==> src/rtl/regfile_wrport.sv <==
// regfile_wrport: ARM R0..R15 write side with A/B writeback arbitration, B starvation guard, PC+4; REGWR_WRITETHRU_EN adds same-cycle forwarding
module regfile_wrport #(
  parameter int BITWIDTH = 32,
  parameter logic [BITWIDTH-1:0] RESET_PC = '0,
  parameter int MAX_STALL = 3
) (
  input  logic                CLK,
  input  logic                RST,
  input  logic                A_VALID,
  output logic                A_READY,
  input  logic [3:0]          A_ADDR,
  input  logic [BITWIDTH-1:0] A_DATA,
  input  logic                B_VALID,
  output logic                B_READY,
  input  logic [3:0]          B_ADDR,
  input  logic [BITWIDTH-1:0] B_DATA,
  input  logic                PC_INC,
  output logic [BITWIDTH-1:0] OUT0,
  output logic [BITWIDTH-1:0] OUT1,
  output logic [BITWIDTH-1:0] OUT2,
  output logic [BITWIDTH-1:0] OUT3,
  output logic [BITWIDTH-1:0] OUT4,
  output logic [BITWIDTH-1:0] OUT5,
  output logic [BITWIDTH-1:0] OUT6,
  output logic [BITWIDTH-1:0] OUT7,
  output logic [BITWIDTH-1:0] OUT8,
  output logic [BITWIDTH-1:0] OUT9,
  output logic [BITWIDTH-1:0] OUT10,
  output logic [BITWIDTH-1:0] OUT11,
  output logic [BITWIDTH-1:0] OUT12,
  output logic [BITWIDTH-1:0] OUT13,
  output logic [BITWIDTH-1:0] OUT14,
  output logic [BITWIDTH-1:0] OUT15,
  output logic                STARVE
);
  localparam logic [3:0] MAX = 4'(MAX_STALL);
  logic [BITWIDTH-1:0] regs [16];
  logic [BITWIDTH-1:0] outv [16];
  logic [3:0]          stall_cnt;
  logic                a_xfer, b_xfer, wen;
  logic [3:0]          waddr;
  logic [BITWIDTH-1:0] wdata;
  assign STARVE  = stall_cnt == MAX;
  assign A_READY = !(B_VALID && STARVE);
  assign B_READY = !A_VALID || STARVE;
  assign a_xfer  = A_VALID && A_READY;
  assign b_xfer  = B_VALID && B_READY;
  assign wen     = !RST && (a_xfer || b_xfer);
  assign waddr   = b_xfer ? B_ADDR : A_ADDR;
  assign wdata   = b_xfer ? B_DATA : A_DATA;
  always_ff @(posedge CLK) begin
    if (RST) begin
      for (int i = 0; i < 15; i++) regs[i] <= '0;
      regs[15]  <= RESET_PC;
      stall_cnt <= '0;
    end else begin
      if (wen) regs[waddr] <= wdata;
      if (PC_INC && !(wen && waddr == 4'd15)) regs[15] <= regs[15] + BITWIDTH'(4);
      stall_cnt <= (B_VALID && !B_READY) ? (STARVE ? stall_cnt : stall_cnt + 4'd1) : '0;
    end
  end
  always_comb begin
    for (int i = 0; i < 16; i++) begin
`ifdef REGWR_WRITETHRU_EN
      outv[i] = (wen && waddr == 4'(i)) ? wdata : regs[i];
`else
      outv[i] = regs[i];
`endif
    end
  end
  assign OUT0  = outv[0];
  assign OUT1  = outv[1];
  assign OUT2  = outv[2];
  assign OUT3  = outv[3];
  assign OUT4  = outv[4];
  assign OUT5  = outv[5];
  assign OUT6  = outv[6];
  assign OUT7  = outv[7];
  assign OUT8  = outv[8];
  assign OUT9  = outv[9];
  assign OUT10 = outv[10];
  assign OUT11 = outv[11];
  assign OUT12 = outv[12];
  assign OUT13 = outv[13];
  assign OUT14 = outv[14];
  assign OUT15 = outv[15];
endmodule

==> config.mk <==
export PLATFORM = sky130hd
export DESIGN_NAME = regfile_wrport
export DESIGN_NICKNAME = d
export VERILOG_FILES = /design/src/rtl/regfile_wrport.sv
export SDC_FILE = /design/constraint.sdc
export NUM_CORES = 1
export LEC_CHECK = 0
export ABC_AREA = 0
export BUFFER_PORTS_ARGS = -buffer_cell sky130_fd_sc_hd__buf_2
export CORE_AREA = 2 2 232 234
export DETAILED_ROUTE_END_ITERATION = 16
export DIE_AREA = 0 0 234 236
export GPL_TIMING_DRIVEN = 1
export PLACE_DENSITY = 0.64
export SLEW_MARGIN = 20
export SYNTH_ARGS = -nofsm -noshare
export SYNTH_HDL_FRONTEND = slang
export SYNTH_SLANG_ARGS = --single-unit
==> constraint.sdc <==
create_clock -name CLK -period 4.3 [get_ports CLK]
set_input_delay 0.215 -clock CLK [delete_from_list [all_inputs] [get_ports CLK]]
set_output_delay 0.215 -clock CLK [all_outputs]
set_load 0.01 [all_outputs]
---- Word-level counts from Yosys, hierarchy flattened ----
Memory sizes are Yosys's and may differ from the RTL's.
Index checks and enable logic that the tools add are counted.
operators by class
  $add $sub $neg .......................... 2
  equality and inequality tests ........... 2
  multiplexer cells ....................... 14
  bitwise operators ....................... 2
  reduce and logical (&&, ||, !) cells .... 16
operators by type and width
  kind                     count
  $mux W32                 3
  $add A32 B3 Y32 const B  1
  $reduce_or A32 Y1        1
  $mux W1                  9
  $mux W4                  2
  $logic_and A1 B1 Y1      7
  $logic_not A1 Y1         5
  $add A4 B1 Y4 const B    1
  $eq A4 B2 Y1 const B     1
  $eq A4 B4 Y1 const B     1
  $logic_or A1 B1 Y1       2
  $reduce_or A2 Y1         1
  $not A1 Y1               1
  $or A1 B1 Y1             1
word-level totals
  bits in registers ....................... 4
  memory bits (writable) .................. 512
  input bits .............................. 77
  memories kept ........................... 1
memory list
  memory  words  bits a word  read ports  clocked after Yosys merged registers in  wr ports  RTL line  source
  regs    16     32           16          0                                        16        37        logic [BITWIDTH-1:0] regs [16];

---- Longest topological paths before layout ----
  word-level depth ........................ 13
  gate-level depth with buffers ........... 9

---- Worst setup path after synthesis ----
Ideal clock, no wire load.
  path kind ............................... flip-flop to flip-flop
  start ................................... register stall_cnt[0]
  end ..................................... memory regs[12][0], enable pin
  library setup time ...................... 0.389 ns
  cell stages (with the launch flop) ...... 10
  path buffers ............................ 2
  path slack .............................. 1.158 ns
  arrival ................................. 2.753 ns
  path through ............................ dfxtp_1 -> ha_1 -> or3b_4 -> clkinv_2 -> o21ai_2 -> buf_6 -> or4_1 -> a21o_1 -> buf_6 -> nand2_1
RTL lines
  element                   RTL line  source
  start: declaration        39        logic [3:0] stall_cnt;
  start signal: assignment  59        stall_cnt <= (B_VALID && !B_READY) ? (STARVE ? stall_cnt : stall_cnt + 4'd1) : '0;
  end: declaration          37

==> summary.md <==
### Worst setup path
- flip-flop — kind of start point of the critical path
- ha_1 -> or3b_4 -> clkinv_2 -> o21ai_4 -> buf_12 -> mux2i_4 -> nor2_1 — ordered list of cells on the worst path
- 0.91 ns — r2r setup slk
- stall_cnt[0]$_SDFFE_PP0N_ — start point of the critical path
- regs[8][16]$_SDFFCE_PN0P_ — reg-to-reg endpoint
- 0.94 ns — Crit path largest cell delay
- sky130_fd_sc_hd__mux2i_4 — critical path's slowest cell
- reg -> reg — worst setup path category
- stall_cnt[0]$_SDFFE_PP0N_ — startpoint of the worst-slack reg-to-reg timing path
- 7 — number of cells traversed by the worst register-to-register path
- flip-flop — critical path capture point type
- 4.60 ns — Critical Path RT
- 27 — largest fanout on the critical path
- 3.69 ns — arrival time reported for the critical path endpoint

### Yosys
- 516 — register bit total from synthesis
- 1375 — cell count after synthesis
- 1454 — synthesized netlist net count
- 75.9% — area share of the leading cell type in the synthesized netlist
- 20300 µm² — Synth Cell Area
- sky130_fd_sc_hd__edfxtp_1 — most frequent cell after synthesis
- 76.3% — share of the yosys chip area belonging to registers
- 0 — yosys warns
- 512 — number of enable-type register cells in the synthesized netlist
- 44 — post-synth cell types
- 0% — asr flop ratio synth
- sky130_fd_sc_hd__edfxtp_1, sky130_fd_sc_hd__nor2_1, sky130_fd_sc_hd__nor2_2 — Synth top cells by count
- sky130_fd_sc_hd__edfxtp_1, sky130_fd_sc_hd__nor2_1, sky130_fd_sc_hd__nor2_2, sky130_fd_sc_hd__mux2i_4, sky130_fd_sc_hd__buf_2 — synth top area cells
- sky130_fd_sc_hd__edfxtp_1 — Post-synth top flop
- 14.7 µm² — Avg Cell Area, Syn
- sky130_fd_sc_hd__edfxtp_1 — cell accounting for the most synthesized area

### STA
- 3.39 ns — min Tclk post-route
- 0 — final-report setup violation count
- 0 — final max-slew violation count
- 0 — final count of hold timing violations
- 27.8% — Slew headroom
- no — RSZ-0062 raised after global routing
- 78.9% — final period utilization
- 0 ns — Setup TNS
- 1.06 ns — slew at the pin with the worst max-slew slack
- 295 MHz — timing-limited maximum frequency
- 0.0120 ns — clk_skew

### Floorplanning
- 38.2% — effective utilization at floorplan
- 85 — Placement Rows
- 592 — io pins
- 236 µm — die span in y
- 234 µm — Die Width
- 53100 µm² — area of the core
- 55200 µm² — die footprint

### Clocking
- 516 — Sinks on Clock Net
- 0 — count of instances resized after the clock tree is built
- 3 — maximum clock insertion buffer count
- 0 — Setup Fix Bufs, Post-CTS
- sky130_fd_sc_hd__clkbuf_16 — clock root buffer
- 2 — deepest level of the CTS H-tree
- 4 — hold bufs inserted after CTS
- 54 — TritonCTS Buffers
- yes — clock tree from TritonCTS
- 0.61 ns — Skew-Pair Late Insertion Delay
- 0.06 ns — clock edge transition at the registers on the reported setup and hold paths

### Routing
- 0 — antenna violation net count after detailed routing
- 0 — DR DRC count
- 66.6 mm — total wire length
- 5 — detailed-routing iteration count for the pre-antenna-repair pass
- 24.4 µm — routed wirelength normalized by instance count
- 13756 — routed via count
- 1133 — violation count after the first detailed-routing iteration
- 5.05 — detailed-route vias per instance

### Pwr
- 429 nW/µm² — power density of the placed cells
- 318 µV — worst IR drop on VDD
- 0.0110 W — post-route total power
- 11.0 nW — static leakage

### Global route
- 93.4 mm — global-route wire length before repair
- 13433 — number of global-route vias before repair
- 23.5% — Total Routing Usage GR
- 51 — pin count of the biggest net entering global routing
- 0 — Remaining Overflow, GRT
- 6 — initial antenna violation count

### Place
- 45.7 mm — HPWL after DPL
- 591 — count of buffers inserted at the top-level ports
- 24000 µm² — post-placement cell area
- 0.871 — final weighted congestion in routability-driven placement

### Hold path
- B_DATA[13] — critical hold path startpoint
- 3 — worst hold path depth
- in -> reg — HP Class
- regs[12][13]$_SDFFCE_PN0P_ — hold path endpoint

### Final layout
- 26.9% — P&R area growth vs syn
- 2059 — Total Nets Final
- 45.3% — layout cells sized above 1
- 25700 µm² — cell area after layout

### Job
- 0 — max_cap viols

### Outcome
- finished clean — run status

[state kept, by name, indices dropped and copies added (netlist names)]
signal     flops
regs         512
stall_cnt      4
[power breakdown]
| part | total, W | internal (W) | switching, W | leakage, nW |
|---|---|---|---|---|
| Sequential | 0.00581 | 0.00572 | 0.0000842 | 5.54 |
| Clock | 0.00431 | 0.00233 | 0.00198 | 0.787 |
| Combinational | 0.000923 | 0.000258 | 0.000665 | 4.71 |
| Total | 0.0110 | 0.00831 | 0.00273 | 11.0 |
[worst max-delay path: cells and delay by family (launching register included)]
family | cells | cell delay, ns
AOI/OAI and AO/OA | 1 | 0.61
buffers and inverters | 2 | 0.45
and+or+nand+nor | 2 | 0.40
muxes | 1 | 0.94
DFF | 1 | 0.33
adders and majority gates | 1 | 0.22
[layout make-up]
| cell class | count | area (µm²) |
|---|---|---|
| Fill cell | 4709 | 27400 |
| Sequential cell | 516 | 15500 |
| Multi-Input combinational cell | 758 | 4350 |
| Timing Repair Buffer | 645 | 3400 |
| Clock buffer | 68 | 1400 |
| Tap cell | 696 | 871 |
| Clock inverter | 33 | 199 |
| Inverter | 5 | 20.0 |
| Antenna cell | 2 | 5.00 |
[cells in the final DEF (no fill, tap or decap), drive strengths merged, types with 10 or more instances in the layout]
master	netlist	layout
a21o	10	10
a31o	12	12
buf	75	641
clkbuf	21	68
clkinv	2	31
edfxtp	512	512
mux2i	33	33
nand2	35	35
nand3	20	20
nor2	509	509
nor3	18	18
o21ai	17	17
or3	11	11
or4	14	14
xnor2	13	13
xor2	15	15
[worst max-delay path by stage]
stage	to	slack [ns]	cells after the start
CTS	regs[15][16]$_DFFE_PP_	0.93	7
floorplan	regs[12][0]$_SDFFCE_PN0P_	1.16	9
global route	regs[8][16]$_SDFFCE_PN0P_	0.76	7
finish	regs[8][16]$_SDFFCE_PN0P_	0.91	7
global placement	regs[15][16]$_DFFE_PP_	1.07	7
detailed placement	regs[15][16]$_DFFE_PP_	0.93	7
[cells by family after synthesis]
| kind of cell | share of synthesized area, % |
|---|---|
| adders and majority gates | 0.124 |
| xor gates and xnor gates | 1.21 |
| DFF | 76.3 |
| AOI/OAI and AO/OA | 1.84 |
| buffers and inverters | 2.95 |
| muxes | 2.79 |
| and+or+nand+nor | 14.8 |
[stage by stage]
step,instances,utilization [%],setup WS [ns],hold WS (ns)
final,2723,48.4,0.907,0.0334
after detailed placement,2616,45.3,0.926,0.445
after CTS,2721,48.4,0.928,0.00322
after global placement,2616,45.3,1.07,0.437
after global routing,2723,48.4,0.757,0.0199
after floorplan,1375,-,1.16,0.411
[routing by layer]
| metal | global-route usage [%] | wire length (µm) | vias to the layer above |
|---|---|---|---|
| met5 | 0 | 53 | - |
| met4 | 5.64 | 1400 | 8 |
| met3 | 6.81 | 6360 | 104 |
| met2 | 38.8 | 32600 | 744 |
| met1 | 30.4 | 26100 | 6830 |
| li1 | - | - | 6070 |
Note: power is estimated with default switching activity, not from simulation.
